===== src/rtl/alarm_clock_pkg.sv =====
// Shared types and constants for the alarm clock: ring FSM states, BCD field limits,
// digit-packing offsets of the 24-bit {hour,min,sec} word and the 12-hour display helper.
package alarm_clock_pkg;

  typedef enum logic [1:0] {
    IDLE   = 2'd0,
    RING   = 2'd1,
    SNOOZE = 2'd2
  } ring_state_t;

  localparam logic [7:0] SEC_MAX  = 8'h59;
  localparam logic [7:0] MIN_MAX  = 8'h59;
  localparam logic [7:0] HOUR_MAX = 8'h23;

  localparam int SEC_OFS  = 0;
  localparam int MIN_OFS  = 8;
  localparam int HOUR_OFS = 16;

  // 24-hour BCD hour (00..23) to 12-hour BCD hour (01..12)
  function automatic logic [7:0] hour_to_12h(input logic [7:0] h);
    logic [4:0] bin;
    bin = 5'(h[7:4]) * 5'd10 + 5'(h[3:0]);
    if (bin == 5'd0)       bin = 5'd12;
    else if (bin > 5'd12)  bin = bin - 5'd12;
    if (bin >= 5'd10) return {4'd1, 4'(bin - 5'd10)};
    return {4'd0, 4'(bin)};
  endfunction

endpackage


===== src/rtl/bcd2_counter.sv =====
// Two-digit BCD counter 00..MAX wrapping to 00; carry flags the wrapping increment.
// Latency: value updates on the edge sampling inc; carry is combinational. No backpressure.
// Always accepts inc.
module bcd2_counter #(
  parameter logic [7:0] MAX = 8'h59
) (
  input  logic       clk,
  input  logic       reset,
  input  logic       inc,
  output logic [7:0] q,
  output logic       carry
);

  assign carry = inc && (q == MAX);

  always_ff @(posedge clk or posedge reset) begin
    if (reset) begin
      q <= 8'h00;
    end else if (inc) begin
      if (q == MAX)             q <= 8'h00;
      else if (q[3:0] == 4'd9)  q <= {q[7:4] + 4'd1, 4'd0};
      else                      q <= q + 8'd1;
    end
  end

endmodule


===== src/rtl/alarm_clock_core.sv =====
// Alarm clock datapath: time counter, NUM_ALARMS alarms, compare and ring/snooze FSM.
// Latency: time updates on the tick edge, ringing rises two clk after the tick.
// No backpressure: all pulses are consumed in the cycle they arrive. ALARM_CLOCK_12H_EN selects 12-hour display.
module alarm_clock_core
  import alarm_clock_pkg::*;
#(
  parameter int NUM_ALARMS   = 4,
  parameter int SEL_W        = 2,
  parameter int SNOOZE_SEC   = 300,
  parameter int RING_TIMEOUT = 60
) (
  input  logic                  clk,
  input  logic                  reset,
  input  logic                  tick_1hz,
  input  logic                  set_time,
  input  logic                  up_sec,
  input  logic                  up_min,
  input  logic                  up_hour,
  input  logic [SEL_W-1:0]      alarm_sel,
  input  logic                  alarm_up_sec,
  input  logic                  alarm_up_min,
  input  logic                  alarm_up_hour,
  input  logic [NUM_ALARMS-1:0] alarm_en,
  input  logic                  snooze,
  input  logic                  dismiss,
  output logic [23:0]           time_bcd,
  output logic [23:0]           alarm_bcd,
  output logic                  pm,
  output logic                  ringing,
  output logic                  snoozing,
  output logic [SEL_W-1:0]      ring_id,
  output logic [1:0]            state
);

  localparam int RW = (RING_TIMEOUT > 1) ? $clog2(RING_TIMEOUT) : 1;
  localparam int SW = $clog2(SNOOZE_SEC + 1);

  logic [7:0]  sec_q, min_q, hour_q;
  logic        sec_carry, min_carry, hour_carry_unused;
  logic [23:0] time_q;

  // In set mode each field takes only its own pulse, so carries never propagate
  bcd2_counter #(.MAX(SEC_MAX)) u_sec (
    .clk(clk), .reset(reset), .inc(set_time ? up_sec : tick_1hz),
    .q(sec_q), .carry(sec_carry));
  bcd2_counter #(.MAX(MIN_MAX)) u_min (
    .clk(clk), .reset(reset), .inc(set_time ? up_min : sec_carry),
    .q(min_q), .carry(min_carry));
  bcd2_counter #(.MAX(HOUR_MAX)) u_hour (
    .clk(clk), .reset(reset), .inc(set_time ? up_hour : min_carry),
    .q(hour_q), .carry(hour_carry_unused));

  assign time_q = {hour_q, min_q, sec_q};

  logic [NUM_ALARMS-1:0][23:0]  alarm_q;
  logic [3*NUM_ALARMS-1:0]      alarm_carry_unused;

  for (genvar gi = 0; gi < NUM_ALARMS; gi++) begin : g_alarm
    logic       hit;
    logic [7:0] a_sec, a_min, a_hour;
    assign hit = (alarm_sel == SEL_W'(gi));
    bcd2_counter #(.MAX(SEC_MAX)) u_sec (
      .clk(clk), .reset(reset), .inc(alarm_up_sec && hit),
      .q(a_sec), .carry(alarm_carry_unused[3*gi]));
    bcd2_counter #(.MAX(MIN_MAX)) u_min (
      .clk(clk), .reset(reset), .inc(alarm_up_min && hit),
      .q(a_min), .carry(alarm_carry_unused[3*gi+1]));
    bcd2_counter #(.MAX(HOUR_MAX)) u_hour (
      .clk(clk), .reset(reset), .inc(alarm_up_hour && hit),
      .q(a_hour), .carry(alarm_carry_unused[3*gi+2]));
    assign alarm_q[gi] = {a_hour, a_min, a_sec};
  end

  logic [23:0]      alarm_view;
  logic             match, ring_en;
  logic [SEL_W-1:0] match_id;

  always_comb begin
    alarm_view = '0;
    match      = 1'b0;
    match_id   = '0;
    ring_en    = 1'b0;
    for (int i = 0; i < NUM_ALARMS; i++) begin
      if (alarm_sel == SEL_W'(i)) alarm_view = alarm_q[i];
      if (ring_id == SEL_W'(i))   ring_en    = alarm_en[i];
    end
    // descending scan so the lowest matching index wins
    for (int i = NUM_ALARMS - 1; i >= 0; i--) begin
      if (alarm_en[i] && (alarm_q[i] == time_q)) begin
        match    = 1'b1;
        match_id = SEL_W'(i);
      end
    end
  end

  ring_state_t      cur_state, nxt_state;
  logic [SEL_W-1:0] nxt_id;
  logic [RW-1:0]    ring_cnt, nxt_ring;
  logic [SW-1:0]    snz_cnt, nxt_snz;
  logic             adv_d;

  always_ff @(posedge clk or posedge reset) begin
    if (reset) begin
      cur_state <= IDLE;
      ring_id   <= '0;
      ring_cnt  <= '0;
      snz_cnt   <= '0;
      adv_d     <= 1'b0;
    end else begin
      cur_state <= nxt_state;
      ring_id   <= nxt_id;
      ring_cnt  <= nxt_ring;
      snz_cnt   <= nxt_snz;
      adv_d     <= tick_1hz && !set_time;
    end
  end

  always_comb begin
    nxt_state = cur_state;
    nxt_id    = ring_id;
    nxt_ring  = ring_cnt;
    nxt_snz   = snz_cnt;
    case (cur_state)
      IDLE: begin
        if (adv_d && match) begin
          nxt_state = RING;
          nxt_id    = match_id;
          nxt_ring  = '0;
        end
      end
      RING: begin
        if (dismiss || !ring_en) begin
          nxt_state = IDLE;
        end else if (snooze) begin
          nxt_state = SNOOZE;
          nxt_snz   = SW'(SNOOZE_SEC);
        end else if (tick_1hz) begin
          if (ring_cnt == RW'(RING_TIMEOUT - 1)) nxt_state = IDLE;
          else                                   nxt_ring  = ring_cnt + RW'(1);
        end
      end
      SNOOZE: begin
        if (dismiss || !ring_en) begin
          nxt_state = IDLE;
        end else if (tick_1hz) begin
          nxt_snz = snz_cnt - SW'(1);
          if (snz_cnt <= SW'(1)) begin
            nxt_state = RING;
            nxt_ring  = '0;
          end
        end
      end
      default: nxt_state = IDLE;
    endcase
  end

  assign state    = cur_state;
  assign ringing  = (cur_state == RING);
  assign snoozing = (cur_state == SNOOZE);

`ifdef ALARM_CLOCK_12H_EN
  logic alarm_valid;

  always_comb begin
    alarm_valid = 1'b0;
    for (int i = 0; i < NUM_ALARMS; i++)
      if (alarm_sel == SEL_W'(i)) alarm_valid = 1'b1;
  end

  assign time_bcd  = {hour_to_12h(hour_q), min_q, sec_q};
  assign alarm_bcd = alarm_valid ?
                     {hour_to_12h(alarm_view[HOUR_OFS +: 8]), alarm_view[MIN_OFS +: 8], alarm_view[SEC_OFS +: 8]} :
                     24'h0;
  assign pm        = (hour_q >= 8'h12);
`else
  assign time_bcd  = time_q;
  assign alarm_bcd = alarm_view;
  assign pm        = 1'b0;
`endif

endmodule


===== config.mk =====
export PLATFORM = sky130hd
export DESIGN_NAME = alarm_clock_core
export DESIGN_NICKNAME = d
export VERILOG_FILES = /design/src/rtl/alarm_clock_pkg.sv /design/src/rtl/bcd2_counter.sv /design/src/rtl/alarm_clock_core.sv
export SDC_FILE = /design/constraint.sdc
export NUM_CORES = 1
export LEC_CHECK = 0
export BUFFER_PORTS_ARGS = -buffer_cell sky130_fd_sc_hd__buf_2
export CAP_MARGIN = 20
export CORE_MARGIN = 1
export CORE_UTILIZATION = 55
export DETAILED_ROUTE_END_ITERATION = 10
export GPL_TIMING_DRIVEN = 0
export PLACE_DENSITY_LB_ADDON = 0.15
export SLEW_MARGIN = 15
export SYNTH_ARGS = -nofsm -noshare
export SYNTH_HDL_FRONTEND = slang
export SYNTH_SLANG_ARGS = --single-unit

===== constraint.sdc =====
create_clock -name clk -period 5.4 [get_ports clk]
set_input_delay 1.08 -clock clk [delete_from_list [all_inputs] [get_ports clk]]
set_output_delay 1.08 -clock clk [all_outputs]
set_load 0.01 [all_outputs]

# Word level (Yosys, flattened, before mapping)
# Cells that the tools add are included.
[totals]
register_bits = 140
mem_bits_rw = 0
mem_bits_ro = 0
memories = 0
output_inout_bits = 55
latch_bits = 0
[op_classes]
shifts = 0
reduce_logical = 32
n_mux = 72
add_sub_neg = 32
eq_ne = 56
div = 0
bitwise = 0
n_mul = 0
order_cmp = 1
[op_table]
columns = ["cell", "count"]
rows = [
  ["$mux W8", 30],
  ["$add A8 B1 Y8 const B", 15],
  ["$eq A24 B24 Y1", 4],
  ["$mux W24", 4],
  ["$eq A8 B7 Y1 const B", 10],
  ["$add A4 B1 Y4 const B", 15],
  ["$eq A4 B4 Y1 const B", 15],
  ["$mux W6", 8],
  ["$eq A8 B6 Y1 const B", 5],
  ["$mux W9", 4],
  ["$mux W2", 12],
  ["$logic_and A1 B1 Y1", 20],
  ["$pmux W6 S3", 1],
  ["$pmux W9 S2", 1],
  ["$ne A2 B2 Y1 const B", 8],
  ["$mux W1", 11],
  ["$eq A2 B2 Y1 const B", 5],
  ["$reduce_and A5 Y1", 2],
  ["$le A9 B1 Y1 const B", 1],
  ["$reduce_and A9 Y1", 1],
  ["$sub A9 B1 Y9 const B", 1],
  ["$add A6 B1 Y6 const B", 1],
  ["$eq A2 B1 Y1 const B", 3],
  ["$eq A6 B6 Y1 const B", 1],
  ["other kinds (12)", 15],
]

# Longest topological paths before layout
[logic_depth]
depth_word = 9
mapped_depth = 11

# Modules after synthesis
# Synthesis repeated with hierarchy kept, for this count alone.
[unflattened]
hier_cells = 1164
area_unflattened_um2 = 11274.6
[modules_own_cells]
columns = ["module", "cells_per_inst", "seq_area_each_um2", "instances", "area_each_um2"]
rows = [
  ["bcd2_counter (g_alarm[0].u_min ...)", 54, 200.2, 10, 544.3],
  ["alarm_clock_core", 324, 500.5, 1, 3035.4],
  ["bcd2_counter (g_alarm[0].u_hour ...)", 60, 200.2, 5, 559.3],
]

# Worst setup path after synthesis
# Ideal clock, no wire load.
[synth_path]
path_kind = "in2out"
from = "input alarm_sel[1]"
to = "output alarm_bcd[10]"
path_stages = 3
arrival_time_ns = 2.198
path_buffers = 2
setup_slack_ns = 2.122
path_cell_list = "buf_2 -> buf_2 -> mux4_2"
[synth_between]
elab_chain_cells = 5
word_cells_on_any_way = 8
classes_between = "3 x eq/ne; 4 x mux; 1 x reduce/logical"
[synth_rtl]
columns = ["element", "line", "rtl"]
rows = [
  ["from (decl)", "alarm_clock_core.sv:19", "input logic [SEL_W-1:0] alarm_sel,"],
  ["$logic_not A2 Y1", "alarm_clock_core.sv:84", "if (alarm_sel == SEL_W'(i)) alarm_view = alarm_q[i];"],
  ["$mux W24 (3 in a row)", "alarm_clock_core.sv:84", ""],
  ["$mux W24 *", "alarm_clock_core.sv:84", ""],
  ["to (decl)", "alarm_clock_core.sv:27", "output logic [23:0] alarm_bcd,"],
]
# Mark *: on every way between the ends. The rest lies on a longest branch, timed or not.

# Final worst setup path
[layout_path]
from = "input alarm_sel[0]"
to = "output alarm_bcd[9]"
# Same word-level chain as after synthesis.

==> impl_results.md <==
- Fillers: 1512
- Routed WL: 27230 um
- Synth Area per Inst: 8.976 sq um
- Final worst-path cycle share: 0.7521
- H-tree depth: 4
- Total clock sinks: between 100 and 150
- Final cell count without fillers: 1445
- Seq. cell area: around 0.0035 sq mm
- Via density: about 6
- Clock transition at the registers of the reported paths: 0.06 ns
- Clk_lat worst skew: 0.43 ns
- GR Overflow Total: 0
- Chip Height: 137.0 um
- Max Fclk: 246.2 MHz
- Slew Viols, Final: 0
- Die area: ~0.019 sq mm
- Nets: 1288
- WHS: ~0.53 ns
- Critical path type: primary input to primary output
- Hold_buf cts: 0
- Root Buffer: clkbuf_16
- Chip Width: 137.0 um
- Crit path time final: just over 4 ns
- N_diodes: 0
- Overall routing resource usage: 0.3009
- CTS resizes: 0
- EDFF count, synth: 0
- Critical Path AT: 2.98 ns
- First-pass GRT wire length: roughly 43000 um
- Startpoint types: primary input
- Mapped Area: approximately 0.010 sq mm
- Mapped Cells: about 1100
- RSZ-0062 raised after global routing: false
- Pin count of the biggest net entering global routing: 78
- Synth Register Bits: 140
- Worst EP required: 4.32 ns
- I/O Pins: 73
- Residual DRC: 0
- Port Buffers: 71
- Gp weighted congestion: 0.9433
- Pin slew with the least headroom to its limit: 0.7835 ns
- Main synth FF type: dfrtp_1
- Antenna Nets Post-Route: 0
- Async S/R FF share, synth: 1.000
- Routed length per instance: 18.85 um
- Max clock buf depth: 2
- Post-placement cell area: 0.01069 sq mm
- Row Count: 48
- Post-DP HPWL: 19910 um
- Outcome: completed
- Cell area after layout: between 0.01 and 0.015 sq mm
- Number of max-cap violations: 0
- Final worst clock skew: 0.009984 ns
- Post-synth cell types: 64
- Layout area overhead: 12.91%
- Drt first-iter violations: 819
- Initial Util: 0.5712
- Layout cells sized above 1: 0.1516
- Core area: 0.01754 sq mm
- CTS tree: yes
- Critical Path Fanout Max: 10
- Sequential cell area fraction in the yosys report: 0.3497
- Mapped Nets: about 1200
- Antenna violations before repair: 0
- Pwr dens: about 500 mW/mm^2
- Pleak: 5.070 nW
- Most frequent cells in the layout: dfrtp_1, nand2_1, buf_2, o21ai_0, nor2_1
- Via count: 8902
- Post-Place Cells: 1413
- Nature of the critical path endpoint: primary output
- Final hold violations: 0
- Commonest non-fill, non-tap cell in the layout: dfrtp_1
- Ys Warns: 0
- Max rail drop VDD: 0.3306 mV
- Relative slew slack: 0.4766
- Inserted Clock Buffers: 17
- Worst hold path type: flop to flop
- Post-layout util: 0.6450
- Multi-input gate area: between 0.006 and 0.007 sq mm
- Setup Fix Bufs, Post-CTS: 0
- Endpoints failing setup: 0
- DR pass1 iterations: 7
- Vias in the first global route: 8215
-- registers in the layout, indices dropped and copies added (netlist names) --
name              flops
state                 2
ring_id               2
u_sec.q               8
ring_cnt              6
g_alarm.u_hour.q     32
u_hour.q              8
g_alarm.u_sec.q      32
u_min.q               8
snz_cnt               9
g_alarm.u_min.q      32
adv_d                 1
-- per-stage QoR --
step	setup slack, ns	TNS, ns	power (W)
3_3_place_gp	-1.211	-168.02	0.004286
4_1_cts	1.445	0	0.005622
2_1_floorplan	0.5671	0	0.003541
3_5_place_dp	1.446	0	0.004341
6_report	1.339	0	0.005658
5_1_grt	1.310	0	0.006005
-- worst max-delay path, stage by stage --
cell      delay, ns
buf_2          0.14
clkbuf_1       0.58
buf_1          0.57
mux4_2         0.44
buf_2          0.16
-- path summary, 6_finish.rpt --
kind / depth (start not counted) / to / slack [ns] / from
max: 5 / alarm_bcd[9] / 1.34 / alarm_sel[0]
min: 2 / snz_cnt[8] / 0.53 / snz_cnt[8]
max reg2reg: 7 / ring_cnt[2] / 2.47 / u_hour.q[0]
min reg2reg: 2 / snz_cnt[8] / 0.53 / snz_cnt[8]
max in group asynchronous: 3 / g_alarm[3].u_hour.q[1] / 3.98 / reset
min in group asynchronous: 2 / snz_cnt[2] / 0.67 / reset
-- kinds of logic after synthesis --
logic type | Yosys count | synth area share
AND/OR/NAND/NOR | 396 | 0.1991
AO/OA/AOI/OAI | 239 | 0.1466
flip-flops | 140 | 0.3497
buffers and inverters | 120 | 0.05046
XOR/XNOR | 117 | 0.1023
adder cells (fa/ha/maj) | 63 | 0.07869
multiplexers | 40 | 0.07270
other | 1 | 0.0003744
-- synthesized netlist by cell type, types with 33 or more instances --
master,instances,share of area
a31oi_1,38,0.024
clkbuf_1,33,0.012
nand2_1,122,0.046
nor2_1,71,0.027
inv_1,56,0.021
dfrtp_1,140,0.35
a21oi_1,42,0.021
xor2_1,53,0.046
nand3_1,50,0.025
xnor2_1,64,0.056
o21ai_0,76,0.038
ha_1,63,0.079
-- report_power, final --
part / total [W] / switching [W] / internal (W) / leakage (nW)
clock: 0.00126 / 0.000507 / 0.000748 / 0.295
sequential: 0.00183 / 0.000475 / 0.00136 / 1.76
combinational: 0.00257 / 0.00149 / 0.00107 / 3.01
-- routing by layer --
layer	share of wire	wire [um]	track usage	vias to the layer above
met5	0	0	0.01667	-
met4	0.033	911	0.1239	0
met3	0.070	1913	0.06259	64
met2	0.46	12490	0.4717	376
met1	0.44	11920	0.4030	4287
li1	-	-	-	4175
-- cell type report --
cell class                      count  area share
Buffer                             64     0.02611
Inverter                           56     0.01925
Multi-Input combinational cell    856      0.5312
Sequential cell                   140      0.3097
Clock inverter                     14     0.01615
Tap cell                          225     0.02489
Clock buffer                       18     0.03883
Timing Repair Buffer               72     0.03385
No activity file was read; power rests on OpenSTA's default activity.
